### config.mk
export PLATFORM = sky130hd
export DESIGN_NAME = instr_fetch_decode
export DESIGN_NICKNAME = d
export VERILOG_FILES = /design/src/rtl/instr_fetch_decode.sv
export SDC_FILE = /design/constraint.sdc
export NUM_CORES = 1
export LEC_CHECK = 0
export ABC_CLOCK_PERIOD_IN_PS = 10700
export CAP_MARGIN = 20
export CORE_MARGIN = 1.5
export CORE_UTILIZATION = 41
export DETAILED_ROUTE_END_ITERATION = 16
export GPL_TIMING_DRIVEN = 0
export PLACE_DENSITY_LB_ADDON = 0.12
export SLEW_MARGIN = 20
export SYNTH_ARGS = -nofsm -noshare
export SYNTH_HDL_FRONTEND = slang
export SYNTH_SLANG_ARGS = --single-unit
### constraint.sdc
create_clock -name clock -period 10.7 [get_ports clock]
set_clock_uncertainty 0.2 [all_clocks]
set_input_delay 3.21 -clock clock [delete_from_list [all_inputs] [get_ports clock]]
set_output_delay 3.21 -clock clock [all_outputs]
set_load 0.005 [all_outputs]
### src/rtl/instr_fetch_decode.sv
// Instruction fetch and decode front end: issues one memory read per request, waits a fixed
// latency, captures the word and presents it with registered decode fields under a valid/ready handshake.
module instr_fetch_decode #(
    parameter int MEM_LATENCY = 2
) (
    input  logic        clock,
    input  logic        reset,
    input  logic        fetch_req,
    input  logic [63:0] pc,
    input  logic        flush,
    output logic        mem_rd,
    output logic [63:0] mem_addr,
    input  logic [31:0] mem_data,
    output logic        out_valid,
    input  logic        out_ready,
    output logic [31:0] Instr31_0,
    output logic [2:0]  InstrType,
    output logic [4:0]  rs1,
    output logic [4:0]  rs2,
    output logic [4:0]  rd,
    output logic [63:0] out_pc,
    output logic        illegal,
    output logic        fetch_busy
);

    typedef enum logic [1:0] {
        IDLE,
        ISSUE,
        WAIT,
        VALID
    } state_t;

    typedef struct packed {
        logic [2:0] itype;
        logic       bad;
    } dec_t;

    localparam logic [3:0] LATENCY = 4'(MEM_LATENCY);

    state_t     state;
    state_t     state_next;
    logic [3:0] count;
    logic       accept;
    logic       capture;
    dec_t       dec;

    function automatic dec_t decode(input logic [6:0] opcode);
        dec_t d;
        d.itype = 3'b111;
        d.bad   = 1'b0;
        case (opcode)
            7'b0000011, 7'b0010011, 7'b0011011,
            7'b1100111, 7'b1110011:             d.itype = 3'b000;
            7'b0100011:                         d.itype = 3'b001;
            7'b1100011:                         d.itype = 3'b010;
            7'b1101111:                         d.itype = 3'b011;
            7'b0110111, 7'b0010111:             d.itype = 3'b100;
            7'b0110011, 7'b0111011:             d.itype = 3'b111;
            default:                            d.bad   = 1'b1;
        endcase
        return d;
    endfunction

    // A new address is taken from IDLE, or straight out of VALID on a handshake (back-to-back).
    assign accept  = fetch_req && !flush &&
                     ((state == IDLE) || ((state == VALID) && out_ready));
    assign capture = (state == WAIT) && (count <= 4'd1) && !flush;
    assign dec     = decode(mem_data[6:0]);

    assign mem_rd     = (state == ISSUE);
    assign out_valid  = (state == VALID);
    assign fetch_busy = (state != IDLE);

    // NOTE: every combinational output gets a default first so no path can infer a latch.
    always_comb begin
        state_next = state;
        case (state)
            IDLE:    if (fetch_req)        state_next = ISSUE;
            ISSUE:                         state_next = WAIT;
            WAIT:    if (count <= 4'd1)    state_next = VALID;
            VALID:   if (out_ready)        state_next = fetch_req ? ISSUE : IDLE;
            default:                       state_next = IDLE;
        endcase
        if (flush) state_next = IDLE;
    end

    // NOTE: sequential state uses non-blocking assignments so every register samples pre-edge values.
    always_ff @(posedge clock or posedge reset) begin
        if (reset) begin
            state    <= IDLE;
            count    <= '0;
            mem_addr <= '0;
            out_pc   <= '0;
        end else begin
            state <= state_next;
            // Counter parks at 1 on leaving WAIT; only ISSUE reloads it.
            if (state == ISSUE) begin
                count <= LATENCY;
            end else if ((state == WAIT) && (count > 4'd1)) begin
                count <= count - 4'd1;
            end
            if (accept) begin
                mem_addr <= pc;
                out_pc   <= pc;
            end
        end
    end

    always_ff @(posedge clock or posedge reset) begin
        if (reset) begin
            Instr31_0 <= '0;
            InstrType <= '0;
            rs1       <= '0;
            rs2       <= '0;
            rd        <= '0;
            illegal   <= 1'b0;
        end else if (capture) begin
            Instr31_0 <= mem_data;
            InstrType <= dec.itype;
            rs1       <= mem_data[19:15];
            rs2       <= mem_data[24:20];
            rd        <= mem_data[11:7];
            illegal   <= dec.bad;
        end
    end

endmodule

After elaboration in Yosys (flattened, before gate mapping)

Cells that the tools add are included.

Logic and storage cells: 55
Output and inout bits: 182
Input bits: 101
Bits in registers: 121

Add/subtract/negate cells: 1
Reduce and logical (&&, ||, !) cells: 15
Mux-type cells: 10
Magnitude comparators: 2
Eq/ne operators: 18

Operators by type and width:

| cell                  | number |
|---|---|
| $eq A7 B6 Y1 const B  | 4 |
| $eq A7 B7 Y1 const B  | 4 |
| $eq A7 B5 Y1 const B  | 3 |
| $pmux W3 S5           | 1 |
| $reduce_or A12 Y1     | 1 |
| $mux W2               | 4 |
| $mux W4               | 2 |
| $pmux W2 S4           | 1 |
| $eq A7 B2 Y1 const B  | 1 |
| $logic_and A1 B1 Y1   | 6 |
| $ne A3 B3 Y1 const B  | 2 |
| $reduce_or A5 Y1      | 1 |
| $eq A2 B2 Y1 const B  | 2 |
| $gt A4 B1 Y1 const B  | 1 |
| $le A4 B1 Y1 const B  | 1 |
| $reduce_bool A2 Y1    | 2 |
| $sub A4 B1 Y4 const B | 1 |
| $ne A3 B2 Y1 const B  | 1 |
| $reduce_and A3 Y1     | 1 |
| $eq A2 B1 Y1 const B  | 1 |
| $logic_not A2 Y1      | 1 |
| $mux W1               | 2 |
| $reduce_or A2 Y1      | 1 |
| $logic_not A1 Y1      | 1 |
| $logic_or A1 B1 Y1    | 1 |

Longest topological paths before layout

Depth after elaboration: 4
Mapped depth: 7
Depth with buffers taken out: 6

Least setup slack after synthesis

OpenSTA, ideal clock, no wires.

Path kind: input-to-reg
Start point: in flush
End point: reg Instr31_0[22]
Cell stages on the path: 4
Arrival: 4.150 ns
Required time: 10.375 ns
Path buffers: 1
Library setup time: 0.125 ns
Path slack: 6.225 ns
Cells stage by stage: nand2b_1 nor4_4 buf_6 mux2_2

Longest elaborated chain between the ends: 2

Ends and longest elaborated chain:

| element              | line | RTL |
|---|---|---|
| start, declared      | 10   | `input logic flush,` |
| $logic_not A1 Y1     | 67   | `assign capture = (state == WAIT) && (count <= 4'd1) && !flush;` |
| $logic_and A1 B1 Y1  | 67   |  |
| end signal, assigned | 118  | `Instr31_0 <= mem_data;` |
| end, declared        | 16   | `output logic [31:0] Instr31_0,` |

No other way between the ends.
A chain may end at the register's enable or synchronous reset.

Worst setup path in the final report

Start point: reg state[1]
End point: out mem_rd

Longest elaborated chain between the ends: 1

Ends and longest elaborated chain:

| element                | line | RTL |
|---|---|---|
| start, declared        | 40   | `state_t state;` |
| start signal, assigned | 95   | `state <= state_next;` |
| $eq A2 B1 Y1           | 70   | `assign mem_rd = (state == ISSUE);` |
| end, declared          | 11   | `output logic mem_rd,` |

No other way between the ends.

==> reports/metrics.yaml <==
cts_hold_buffers: 0
final_common_cell: "clkdlybuf4s50_1"
power_frac_comb_pct: 53.3
violations: "DRC"
num_vias: 3745
place_congestion: 0.759
grt_pass1_wl_um: 20700
ys_ff_latch: 106
hold_violations: 0
cts_buffers: 9
max_freq_ghz: 0.195
power_leakage_nw: 3.56
cts.clk_slew.worst_paths_ns: 0.07
finalSetupViolCount: 0
drt-initial-drc-count: 139
synth_top_cells_by_area: "dfrtp_1 (54%), mux2_2 (22%), buf_4 (13%)"
cts.sinks: 106
status: "complete, but fails checks"
cts_max_path_buffers: 2
num_antenna_cells: 0
critical_path_arrival_ns: 1.72
first_pass_iters: 11
critPathCaptureType: "output pin"
core_um2: 11600
synth.yosys.seq_area_share_pct: 54.0
fin_nets: 759
ioPinCount: 283
switchingPower_mw: 0.620
area_growth_pct: 67.7
fp.dieH_um: 112
p_per_area_nw_per_um2: 283
root_buffer: "clkbuf_16"
p_seq_share_pct: 31.6
cp_max_fo: 5
yosys_warnings: 0
antenna_found_initial: 0
period_minus_slack_ns: 5.13
timing.rr.start: "state[1]"
critical-path-max-stage-delay_ns: 0.56
yosys.area.top_type: "dfrtp_1"
min_path_type: "reg2reg"
ant_nets: 0
synthCells: 360
slew_viol_final: 0
grt_pass1_vias: 3895
viasPerCell: 4.69
cts_resized: 0
crit_chain: "inv_1, ha_1, clkdlybuf4s50_1"
synth_cell_type_count: 41
worstMarginPinSlew_ns: 0.424
crit_slowest_cell: "clkdlybuf4s50_1"
cts_tree: "done"
rsz0062_at_grt: "false"
wire_per_inst_um: 16.4
drv_cap: 0
total_power_mw: 2.33
min_from: "Instr31_0[25]"
drive_above_1_share_pct: 31.6
synth.avg_cell_area_um2: 13.6
post_cts_buffers: 0
clkPwrFrac_pct: 15.1
fin_crit_sh_pct: 48.0
grt_use_total_pct: 21.1
p_sw_share_pct: 26.6
required_ns: 7.29
netlist_area_um2: 4910
synth_top_area_share_pct: 54.0
tns_ns: 0
initial_core_util_pct: 42.4
final_area_um2: 8230
h-tree-depth: 3
crit_path_start: "state[1]"
relSlewSlack_pct: 71.6
clk_latency_ns: 0.34
grt-ovfl-total: 0
wirelength_um: 13100
syn_nets: 468
die_area_um2: 12600
die_w_um: 112
crit_path_start_kind: "flop"
drc: 20
hpwl_um: 10200
p_int_mw: 1.71
port_buffers: 279
peakVddDrop_mv: 0.175
num_rows: 39
crit_type: "reg2out"
final_cell_mix: "clkdlybuf4s50_1 (279), dfrtp_1 (106), mux2_2 (95), buf_4 (85), clkbuf_16 (9)"
place_area_um2: 7910
grt_max_degree: 71
==> through the flow <==
step / utilization [%] / hold slack (ns) / cells / setup slack (ns)
2_1_floorplan: - / 0.275 / 360 / 4.50
3_3_place_gp: 68.1 / 0.272 / 782 / 2.88
3_5_place_dp: 68.4 / 0.283 / 783 / 5.54
4_1_cts: 71.2 / 0.298 / 799 / 5.54
5_1_grt: 71.2 / 0.321 / 799 / 5.45
6_report: 71.2 / 0.294 / 799 / 5.57
==> cell families (layout without fill, tap and decap cells) <==
family / count (synthesis) / after routing / synth area share, %
AND/OR/NAND/NOR: 21 / 21 / 2.60
buffers and inverters: 102 / 398 / 15.0
flip-flops: 106 / 106 / 54.0
adder cells (fa/ha/maj): 8 / 8 / 1.99
AO/OA/AOI/OAI: 24 / 24 / 3.85
XOR/XNOR: 3 / 3 / 0.535
multiplexers: 96 / 96 / 22.0
==> final cells by class <==
cell class / instances / area, um^2
Buffer: 93 / 701
Clock buffer: 11 / 243
Fill cell: 840 / 3330
Clock inverter: 5 / 77.6
Tap cell: 143 / 179
Sequential cell: 106 / 2650
Inverter: 9 / 38.8
Timing Repair Buffer: 280 / 2820
Multi-Input combinational cell: 152 / 1520
==> Yosys cell counts <==
| master | n |
|---|---|
| dfrtp_1 | 106 |
| mux2_2 | 95 |
| buf_4 | 85 |
| inv_1 | 9 |
| ha_1 | 7 |
| nor2_1 | 6 |
| a21oi_1 | 4 |
| buf_6 | 4 |
| o211ai_1 | 3 |
| o22a_1 | 3 |
| buf_2 | 2 |
| clkbuf_1 | 2 |
| nand2_1 | 2 |
| nand3b_1 | 2 |
| nor2b_1 | 2 |
| or3_1 | 2 |
| xor2_1 | 2 |
| a211o_1 | 1 |
| a211oi_1 | 1 |
| a21o_1 | 1 |
| a2bb2oi_1 | 1 |
| a31o_2 | 1 |
| a31oi_1 | 1 |
| a41oi_1 | 1 |
| and3_1 | 1 |
| maj3_1 | 1 |
| mux2_1 | 1 |
| nand2b_1 | 1 |
| nand3_1 | 1 |
| nor3_1 | 1 |
| nor3b_1 | 1 |
| nor4_4 | 1 |
| o2111ai_1 | 1 |
| o21ai_0 | 1 |
| o21ai_1 | 1 |
| o22ai_1 | 1 |
| o311ai_0 | 1 |
| o31ai_4 | 1 |
| o32ai_1 | 1 |
| or2_2 | 1 |
| xnor2_1 | 1 |
==> power by group through the flow <==
stage / Clock (mW) / Sequential, mW / Combinational [mW]
floorplan: 0 / 0.728 / 0.484
global placement: 0 / 0.733 / 1.23
detailed placement: 0 / 0.745 / 1.26
CTS: 0.365 / 0.741 / 1.26
global route: 0.379 / 0.767 / 1.33
finish: 0.352 / 0.736 / 1.24
==> registers in the layout (all words and copies together), names as in the netlist <==
register,cells
count,4
illegal,1
InstrType,3
Instr31_0,32
out_pc,64
state,2
==> routing by layer <==
layer / up-vias / wire [um] / GRT usage, %
li1: 1749 / - / -
met1: 1822 / 4930 / 24.1
met2: 150 / 6860 / 38.2
met3: 24 / 938 / 4.48
met4: 0 / 358 / 9.28
met5: - / 0 / 0
==> critical path: cells and delay by family, from the launching register on <==
kind / cells / cell delay, ns
flops: 1 / 0.42
buf+inv: 2 / 0.70
fa+ha+maj: 1 / 0.26
==> final timing paths <==
path	endpoint	depth (start not counted)	slack [ns]
worst max-delay path	mem_rd	3	5.57
worst min-delay path	Instr31_0[25]	1	0.29
worst max register to register	out_pc[63]	7	8.54
worst min register to register	Instr31_0[25]	1	0.29
max in group asynchronous	Instr31_0[31]	3	6.62
min in group asynchronous	out_pc[38]	2	3.03
Power figures use the tool's default switching activity.
